**config.mk**
```make
export PLATFORM = sky130hd
export DESIGN_NAME = vga_render_pipe_flat
export DESIGN_NICKNAME = d
export VERILOG_FILES = /design/src/rtl/vga_render_pipe_if.sv /design/src/rtl/vga_render_pipe.sv /design/src/flat_wrapper.sv
export SDC_FILE = /design/constraint.sdc
export NUM_CORES = 1
export LEC_CHECK = 0
export ABC_AREA = 1
export BUFFER_PORTS_ARGS = -buffer_cell sky130_fd_sc_hd__buf_2
export CORE_MARGIN = 3
export CORE_UTILIZATION = 50
export CTS_CLUSTER_SIZE = 8
export DETAILED_ROUTE_END_ITERATION = 7
export PLACE_DENSITY = 0.73
export REMOVE_ABC_BUFFERS = 1
export SYNTH_ARGS = -nofsm -noshare
export SYNTH_HDL_FRONTEND = slang
export SYNTH_SLANG_ARGS = --single-unit
```
**constraint.sdc**
```tcl
create_clock -name clk -period 3.4 [get_ports clk]
set_input_delay 0.51 -clock clk [delete_from_list [all_inputs] [get_ports clk]]
set_output_delay 0.51 -clock clk [all_outputs]
set_load 0.02 [all_outputs]
```
**src/rtl/vga_render_pipe_if.sv**
```systemverilog
// vga_render_pipe_if: pixel stream, per-frame game state and render/collision results.
interface vga_render_pipe_if #(
    parameter int N_OBS = 10,
    parameter int X_W = 10,
    parameter int Y_W = 9,
    parameter int RGB_W = 12
);
    logic pix_valid;
    logic [X_W-1:0] pix_x;
    logic [Y_W-1:0] pix_y;
    logic frame_start;
    logic [1:0] gamemode;
    logic [Y_W-1:0] player_y;
    logic [N_OBS-1:0] obs_en;
    logic [N_OBS-1:0][X_W-1:0] obs_left;
    logic [N_OBS-1:0][X_W-1:0] obs_right;
    logic [N_OBS-1:0][Y_W-1:0] obs_up;
    logic [N_OBS-1:0][Y_W-1:0] obs_down;
    logic [RGB_W-1:0] rgb;
    logic rgb_valid;
    logic collision;
    logic [N_OBS-1:0] hit_mask;
    modport master (
        output pix_valid, pix_x, pix_y, frame_start, gamemode, player_y,
        output obs_en, obs_left, obs_right, obs_up, obs_down,
        input rgb, rgb_valid, collision, hit_mask
    );
    modport slave (
        input pix_valid, pix_x, pix_y, frame_start, gamemode, player_y,
        input obs_en, obs_left, obs_right, obs_up, obs_down,
        output rgb, rgb_valid, collision, hit_mask
    );
endinterface

```
**src/rtl/vga_render_pipe.sv**
```systemverilog
// vga_render_pipe: two-stage pixel colouring from per-frame shadowed game state,
// with pause blink and per-frame player/obstacle collision reporting.
module vga_render_pipe #(
    parameter int N_OBS = 10,
    parameter int X_W = 10,
    parameter int Y_W = 9,
    parameter int RGB_W = 12,
    parameter int PLAYER_X = 160,
    parameter int PLAYER_SIZE = 40,
    parameter int UPPER_BOUND = 20,
    parameter int LOWER_BOUND = 460,
    parameter int BLINK_FRAMES = 30,
    parameter logic [RGB_W-1:0] C_BORDER = RGB_W'(12'h000),
    parameter logic [RGB_W-1:0] C_INIT = RGB_W'(12'h0F0),
    parameter logic [RGB_W-1:0] C_GAME = RGB_W'(12'hFFF),
    parameter logic [RGB_W-1:0] C_PAUSE = RGB_W'(12'hFF0),
    parameter logic [RGB_W-1:0] C_END = RGB_W'(12'hF00),
    parameter logic [RGB_W-1:0] C_OBS = RGB_W'(12'hFA0),
    parameter logic [RGB_W-1:0] C_PLAYER = RGB_W'(12'h00F)
) (
    input logic clk,
    input logic rst,
    vga_render_pipe_if.slave bus
);
    localparam int BW = $clog2(BLINK_FRAMES + 1);
    localparam logic [BW-1:0] BLAST = BW'(BLINK_FRAMES - 1);
    localparam logic [X_W-1:0] PX_LO = X_W'(PLAYER_X);
    localparam logic [X_W-1:0] PX_HI = X_W'(PLAYER_X + PLAYER_SIZE);
    localparam logic [Y_W:0] PSZ = (Y_W + 1)'(PLAYER_SIZE);
    localparam logic [Y_W-1:0] UB = Y_W'(UPPER_BOUND);
    localparam logic [Y_W-1:0] LB = Y_W'(LOWER_BOUND);

    logic [1:0] mode_q;
    logic [Y_W-1:0] py_q;
    logic [N_OBS-1:0] en_q;
    logic [N_OBS-1:0][X_W-1:0] left_q, right_q;
    logic [N_OBS-1:0][Y_W-1:0] up_q, down_q;
    logic [BW-1:0] cnt_q, cnt_d;
    logic phase_q, phase_d;
    logic [N_OBS-1:0] acc_q, acc_d, hit_mask_q;
    logic collision_q;
    logic v1_q, border1_q, pl1_q, ob1_q;
    logic [1:0] bg1_q;
    logic [RGB_W-1:0] rgb_q, rgb_d;
    logic rgb_valid_q;

    logic border, player, paused, wrap, draw_pl, draw_ob;
    logic [Y_W:0] py_end;
    logic [N_OBS-1:0] obs_hit, acc_set;

    assign border = bus.pix_y <= UB || bus.pix_y >= LB;
    assign py_end = {1'b0, py_q} + PSZ;
    assign player = bus.pix_x >= PX_LO && bus.pix_x < PX_HI &&
                    bus.pix_y >= py_q && {1'b0, bus.pix_y} < py_end;

    // Empty or inverted bounds fall out of the half-open compares as no hit.
    for (genvar i = 0; i < N_OBS; i++) begin : g_obs
        assign obs_hit[i] = en_q[i] && bus.pix_x >= left_q[i] && bus.pix_x < right_q[i] &&
                            bus.pix_y >= up_q[i] && bus.pix_y < down_q[i];
    end

    assign paused = mode_q == 2'b10;
    assign wrap = cnt_q == BLAST;
    assign cnt_d = !paused ? '0 : bus.frame_start ? (wrap ? '0 : cnt_q + BW'(1)) : cnt_q;
    assign phase_d = paused && (phase_q ^ (bus.frame_start && wrap));
    assign draw_pl = player && mode_q != 2'b00 && !(paused && phase_q);
    assign draw_ob = |obs_hit && mode_q != 2'b00;
    assign acc_set = (mode_q == 2'b01 && bus.pix_valid && !border && player) ? obs_hit : '0;
    assign acc_d = (bus.frame_start ? '0 : acc_q) | acc_set;
    assign rgb_d = !v1_q ? '0 : border1_q ? C_BORDER : pl1_q ? C_PLAYER : ob1_q ? C_OBS :
                   bg1_q == 2'b00 ? C_INIT : bg1_q == 2'b01 ? C_GAME :
                   bg1_q == 2'b10 ? C_PAUSE : C_END;

    always_ff @(posedge clk) begin
        if (rst) begin
            mode_q <= '0;
            py_q <= '0;
            en_q <= '0;
            left_q <= '0;
            right_q <= '0;
            up_q <= '0;
            down_q <= '0;
            cnt_q <= '0;
            phase_q <= 1'b0;
            acc_q <= '0;
            hit_mask_q <= '0;
            collision_q <= 1'b0;
            v1_q <= 1'b0;
            border1_q <= 1'b0;
            pl1_q <= 1'b0;
            ob1_q <= 1'b0;
            bg1_q <= '0;
            rgb_q <= '0;
            rgb_valid_q <= 1'b0;
        end else begin
            if (bus.frame_start) begin
                mode_q <= bus.gamemode;
                py_q <= bus.player_y;
                en_q <= bus.obs_en;
                left_q <= bus.obs_left;
                right_q <= bus.obs_right;
                up_q <= bus.obs_up;
                down_q <= bus.obs_down;
                hit_mask_q <= acc_q;
            end
            collision_q <= bus.frame_start && |acc_q;
            cnt_q <= cnt_d;
            phase_q <= phase_d;
            acc_q <= acc_d;
            v1_q <= bus.pix_valid;
            border1_q <= border;
            pl1_q <= draw_pl;
            ob1_q <= draw_ob;
            bg1_q <= mode_q;
            rgb_q <= rgb_d;
            rgb_valid_q <= v1_q;
        end
    end

    assign bus.rgb = rgb_q;
    assign bus.rgb_valid = rgb_valid_q;
    assign bus.collision = collision_q;
    assign bus.hit_mask = hit_mask_q;
endmodule

```
**src/flat_wrapper.sv**
```systemverilog
// flat-port wrapper written by rule: the top's interface ports become plain ports
module vga_render_pipe_flat 
#(
    parameter int N_OBS = 10,
    parameter int X_W = 10,
    parameter int Y_W = 9,
    parameter int RGB_W = 12,
    parameter int PLAYER_X = 160,
    parameter int PLAYER_SIZE = 40,
    parameter int UPPER_BOUND = 20,
    parameter int LOWER_BOUND = 460,
    parameter int BLINK_FRAMES = 30,
    parameter logic [RGB_W-1:0] C_BORDER = RGB_W'(12'h000),
    parameter logic [RGB_W-1:0] C_INIT = RGB_W'(12'h0F0),
    parameter logic [RGB_W-1:0] C_GAME = RGB_W'(12'hFFF),
    parameter logic [RGB_W-1:0] C_PAUSE = RGB_W'(12'hFF0),
    parameter logic [RGB_W-1:0] C_END = RGB_W'(12'hF00),
    parameter logic [RGB_W-1:0] C_OBS = RGB_W'(12'hFA0),
    parameter logic [RGB_W-1:0] C_PLAYER = RGB_W'(12'h00F)
)
  (clk, rst, bus_pix_valid, bus_pix_x, bus_pix_y, bus_frame_start, bus_gamemode, bus_player_y, bus_obs_en, bus_obs_left, bus_obs_right, bus_obs_up, bus_obs_down, bus_rgb, bus_rgb_valid, bus_collision, bus_hit_mask);
  vga_render_pipe_if #(.N_OBS(N_OBS), .X_W(X_W), .Y_W(Y_W), .RGB_W(RGB_W)) bus_i ();
  input logic clk;
  input logic rst;
  input wire logic [$bits(bus_i.pix_valid)-1:0] bus_pix_valid;
  input wire logic [$bits(bus_i.pix_x)-1:0] bus_pix_x;
  input wire logic [$bits(bus_i.pix_y)-1:0] bus_pix_y;
  input wire logic [$bits(bus_i.frame_start)-1:0] bus_frame_start;
  input wire logic [$bits(bus_i.gamemode)-1:0] bus_gamemode;
  input wire logic [$bits(bus_i.player_y)-1:0] bus_player_y;
  input wire logic [$bits(bus_i.obs_en)-1:0] bus_obs_en;
  input wire logic [$bits(bus_i.obs_left)-1:0] bus_obs_left;
  input wire logic [$bits(bus_i.obs_right)-1:0] bus_obs_right;
  input wire logic [$bits(bus_i.obs_up)-1:0] bus_obs_up;
  input wire logic [$bits(bus_i.obs_down)-1:0] bus_obs_down;
  output wire logic [$bits(bus_i.rgb)-1:0] bus_rgb;
  output wire logic [$bits(bus_i.rgb_valid)-1:0] bus_rgb_valid;
  output wire logic [$bits(bus_i.collision)-1:0] bus_collision;
  output wire logic [$bits(bus_i.hit_mask)-1:0] bus_hit_mask;
  assign bus_i.pix_valid = bus_pix_valid;
  assign bus_i.pix_x = bus_pix_x;
  assign bus_i.pix_y = bus_pix_y;
  assign bus_i.frame_start = bus_frame_start;
  assign bus_i.gamemode = bus_gamemode;
  assign bus_i.player_y = bus_player_y;
  assign bus_i.obs_en = bus_obs_en;
  assign bus_i.obs_left = bus_obs_left;
  assign bus_i.obs_right = bus_obs_right;
  assign bus_i.obs_up = bus_obs_up;
  assign bus_i.obs_down = bus_obs_down;
  assign bus_rgb = bus_i.rgb;
  assign bus_rgb_valid = bus_i.rgb_valid;
  assign bus_collision = bus_i.collision;
  assign bus_hit_mask = bus_i.hit_mask;
  vga_render_pipe #(.N_OBS(N_OBS), .X_W(X_W), .Y_W(Y_W), .RGB_W(RGB_W), .PLAYER_X(PLAYER_X), .PLAYER_SIZE(PLAYER_SIZE), .UPPER_BOUND(UPPER_BOUND), .LOWER_BOUND(LOWER_BOUND), .BLINK_FRAMES(BLINK_FRAMES), .C_BORDER(C_BORDER), .C_INIT(C_INIT), .C_GAME(C_GAME), .C_PAUSE(C_PAUSE), .C_END(C_END), .C_OBS(C_OBS), .C_PLAYER(C_PLAYER)) u_core (.clk(clk), .rst(rst), .bus(bus_i));
endmodule
```
==> tab_implementation.tex <==
\begin{tabular}{lr}
\hline
Metric & Value \\
\hline
\multicolumn{2}{l}{\textbf{Status}} \\
\quad Run status & complete, no violations \\
\multicolumn{2}{l}{\textbf{Floorplan}} \\
\quad X dimension of the die & between 200 and 250 um \\
\quad Die outline area & $\sim$0.05 sq mm \\
\quad Die height & 226 um \\
\quad Placeable core region & 0.0478 sq mm \\
\quad Starting density of the core & roughly half \\
\quad Standard-cell rows & 80 \\
\quad Total I/O pin count & between 400 and 500 \\
\multicolumn{2}{l}{\textbf{Worst hold path}} \\
\quad Worst min-delay path category & primary input to register \\
\multicolumn{2}{l}{\textbf{Global routing}} \\
\quad Top Usage Layer GRT & met2 \\
\quad Number of global-route vias before repair & $\sim$21k \\
\quad GRT overflow & 0 \\
\quad Fraction of met3 tracks used by global routing & 4.08\% \\
\quad Global-route wire length before repair & 110 mm \\
\quad Global Route met1 Usage & 36.6\% \\
\quad Maximum number of pins on one net before global-route repair & 120 \\
\quad Global-route usage over all layers & 27.1\% \\
\quad Global-route track usage on met2 & approximately 45\% \\
\quad Initial antenna violation count & 4 \\
\multicolumn{2}{l}{\textbf{Cells and area}} \\
\quad Most frequent cells in the layout & sky130\_fd\_sc\_hd\_\_a21oi\_1, sky130\_fd\_sc\_hd\_\_inv\_1, sky130\_fd\_sc\_hd\_\_buf\_2 \\
\quad Fraction of layout cells with a size suffix above 1 & 15.4\% \\
\quad Area of all placed cells without fillers & $\sim$0.029 sq mm \\
\quad Commonest non-fill, non-tap cell in the layout & sky130\_fd\_sc\_hd\_\_a21oi\_1 \\
\quad Layout overhead on the synthesized area & 17.9\% \\
\quad Layout Nets & 4,368 \\
\quad Number of fill cells in the layout & 4,408 \\
\multicolumn{2}{l}{\textbf{Synth}} \\
\quad Simple-Gate Fraction of Synth Area & 12.3\% \\
\quad Post-synthesis compound-gate area fraction & 22.0\% \\
\quad Arithmetic-cell share of the synthesized area counting full adders, half adders and majority gates & 19.5\% \\
\quad Portion of netlist area occupied by mux cells & 0\% \\
\quad Library cell with the largest summed area after synthesis & sky130\_fd\_sc\_hd\_\_dfxtp\_1 \\
\quad Average cell area after synthesis & 7.64 sq um \\
\quad Post-synthesis sequential element count & 439 \\
\quad Post-synthesis cell area & 0.0242 sq mm \\
\quad Largest family of logic cells by synthesized area & compound AO/OA/AOI/OAI gates \\
\quad Number of library cell types mapped by synthesis & 34 \\
\quad Share of the synthesized area in the top cell type & between 30\% and 40\% \\
\quad Gate count of the mapped netlist & roughly 3.2k \\
\quad Area share of xor/xnor cells in the synthesized design & 0.289\% \\
\quad Cell types occupying the most area after synthesis & sky130\_fd\_sc\_hd\_\_dfxtp\_1, sky130\_fd\_sc\_hd\_\_ha\_1, sky130\_fd\_sc\_hd\_\_a21oi\_1 \\
\quad YS warnings & 0 \\
\quad Share of synthesized area occupied by flip-flops and latches & 36.3\% \\
\multicolumn{2}{l}{\textbf{Timing}} \\
\quad Final setup vio count & 0 \\
\quad Final Skew & between 0.015 and 0.02 ns \\
\quad Maximum clock frequency & 0.412 GHz \\
\quad Setup repair after global routing missed its margin & no \\
\quad Number of hold violations in the final report & 0 \\
\quad WHS & around 0.13 ns \\
\quad Final critical delay including setup and external delays & 2.43 ns \\
\quad Count of pins over their slew limit & 0 \\
\quad Max-Slew Margin vs Limit & 41.7\% \\
\quad Post-route fraction of the period consumed by the critical path & 71.4\% \\
\quad Pin slew with the least headroom to its limit & 0.875 ns \\
\multicolumn{2}{l}{\textbf{Run}} \\
\quad Max-capacitance violation count & 0 \\
\multicolumn{2}{l}{\textbf{Power and ir drop}} \\
\quad Ratio of total power to cell area & 466 mW/mm\^{}2 \\
\quad Peak supply drop & 320 uV \\
\quad Lkg Pwr & 13.4 nW \\
\multicolumn{2}{l}{\textbf{Place}} \\
\quad Post-DP HPWL & 52.4 mm \\
\quad Placed standard-cell area & 0.0270 sq mm \\
\quad Final estimated routing congestion in global placement & 0.880 \\
\quad Number of input and output port buffers inserted & 447 \\
\multicolumn{2}{l}{\textbf{CTS}} \\
\quad Clock latency of the later-clocked register in the worst-skew pair & 0.61 ns \\
\quad Post-CTS setup repair buffer count & 0 \\
\quad Post-CTS clock slew at the launch and capture registers of the worst setup and hold paths & 0.05 ns \\
\quad CTS root buf & sky130\_fd\_sc\_hd\_\_clkbuf\_16 \\
\quad Max Root-Sink Buffers & 3 \\
\quad CTS HTree Levels & 2 \\
\quad TritonCTS clock tree & built \\
\quad Number of buffers added by the clock tree synthesis step & 60 \\
\quad Sinks on Clock Net & 439 \\
\quad Hold Buf Count CTS & 0 \\
\quad Count of cells resized by post-cts repair & 0 \\
\multicolumn{2}{l}{\textbf{Detailed routing}} \\
\quad DRT antenna net count & 0 \\
\quad Number of violations reported at the end of detailed-routing iteration 0 & 1,345 \\
\quad Post-detailed-route DRC marker count & 0 \\
\quad Routed vias/inst & 5.37 \\
\quad Via count & about 22k \\
\quad Total wire length after detailed routing & slightly above 70 mm \\
\quad Router iterations before antenna repair & 5 \\
\quad Detail-routed net length per standard cell & 17.1 um \\
\multicolumn{2}{l}{\textbf{Setup path}} \\
\quad Arrival time of the worst setup path & 2.96 ns \\
\quad Critical Path RT & slightly below 4 ns \\
\quad Nature of the critical path startpoint & primary input \\
\quad Nature of the critical path endpoint & register \\
\quad Critical path type & primary input to register \\
\quad Largest driver fanout on the critical path & 21 \\
\hline
\end{tabular}
## power by group
| group | switching (mW) | internal, mW |
|---|---|---|
| sequential | 0.0990 | 5.50 |
| clock | 2.12 | 3.11 |
| combinational | 1.52 | 0.962 |
## state kept, by name (all words and copies together), names as in the netlist
register	count
u_core.v1_q	1
u_core.en_q	10
u_core.mode_q	2
u_core.bus.rgb_valid	1
u_core.bg1_q	2
u_core.down_q	90
u_core.pl1_q	1
u_core.acc_q	10
u_core.bus.hit_mask	10
u_core.border1_q	1
u_core.right_q	100
u_core.left_q	100
u_core.bus.collision	1
u_core.ob1_q	1
u_core.up_q	90
u_core.bus.rgb	4
u_core.phase_q	1
u_core.py_q	9
u_core.cnt_q	5
## cells in the mapped netlist, drive strengths merged
library cell / number
nand4: 49
o21bai: 7
nor4: 8
xnor2: 1
buf: 58
or3: 1
nor3b: 5
or2: 2
a211o: 1
nand2: 354
a211oi: 4
nand3b: 13
o2111ai: 1
inv: 450
nor4b: 2
ha: 378
nand3: 30
clkbuf: 91
nor3: 17
a21o: 7
xor2: 7
a41oi: 1
o21a: 33
dfxtp: 439
a21oi: 539
o21ai: 443
nor2: 231
## kinds of logic (layout without fill, tap and decap cells)
group	count (synthesis)	after routing
flip-flops	439	439
adder cells (fa/ha/maj)	378	378
other	0	1
buffers and inverters	599	995
AND/OR/NAND/NOR	712	712
AO/OA/AOI/OAI	1036	1036
XOR/XNOR	8	8
## worst paths after layout
kind,slack [ns],cells past startpoint,endpoint,start
max,0.97,10,u_core.acc_q[9],bus_pix_x[9]
min,0.13,3,u_core.right_q[50],bus_obs_right[50]
min reg2reg,0.43,1,u_core.bus.rgb[2],u_core.border1_q
max reg2reg,1.12,12,u_core.acc_q[9],u_core.py_q[3]
## through the flow
stage               std cells  total power, mW  TNS [ns]  utilization [%]  setup WS (ns)
detailed placement       4119             8.15         0             56.5          0.416
finish                   4184             13.3         0             59.7          0.971
CTS                      4183             13.4         0             59.7           1.02
global placement         4119             8.08         0             56.5          0.482
global route             4184             14.0         0             59.7          0.891
floorplan                3023             7.25  -1222.46                -          -3.34
## metal layers
metal / vias to the layer above / part of all wire [%]
met2: 695 / 45
met1: 10237 / 45
li1: 11403 / -
met3: 129 / 6.4
met4: 6 / 2.7
met5: - / 0.043
## critical path: stages
cell                      delay, ns
sky130_fd_sc_hd__buf_2         0.56
sky130_fd_sc_hd__ha_1          0.38
sky130_fd_sc_hd__a21oi_1       0.19
sky130_fd_sc_hd__o21a_1        0.15
sky130_fd_sc_hd__nand2_1       0.05
sky130_fd_sc_hd__nor2_1        0.08
sky130_fd_sc_hd__nand3_1       0.23
sky130_fd_sc_hd__nor3_1        0.44
sky130_fd_sc_hd__nand2_1       0.18
sky130_fd_sc_hd__a21oi_1       0.14
## cell type report
cell class / instances / area [sq um] / share of cell area, %
Inverter: 450 / 1700 / 5.96
Clock buffer: 62 / 1530 / 5.36
Clock inverter: 2 / 17.5 / 0.0613
Antenna cell: 1 / 2.50 / 0.00876
Tap cell: 615 / 769 / 2.69
Multi-Input combinational cell: 2134 / 13100 / 45.9
Timing Repair Buffer: 481 / 2640 / 9.25
Sequential cell: 439 / 8790 / 30.8
No activity file was read; power rests on OpenSTA's default activity.
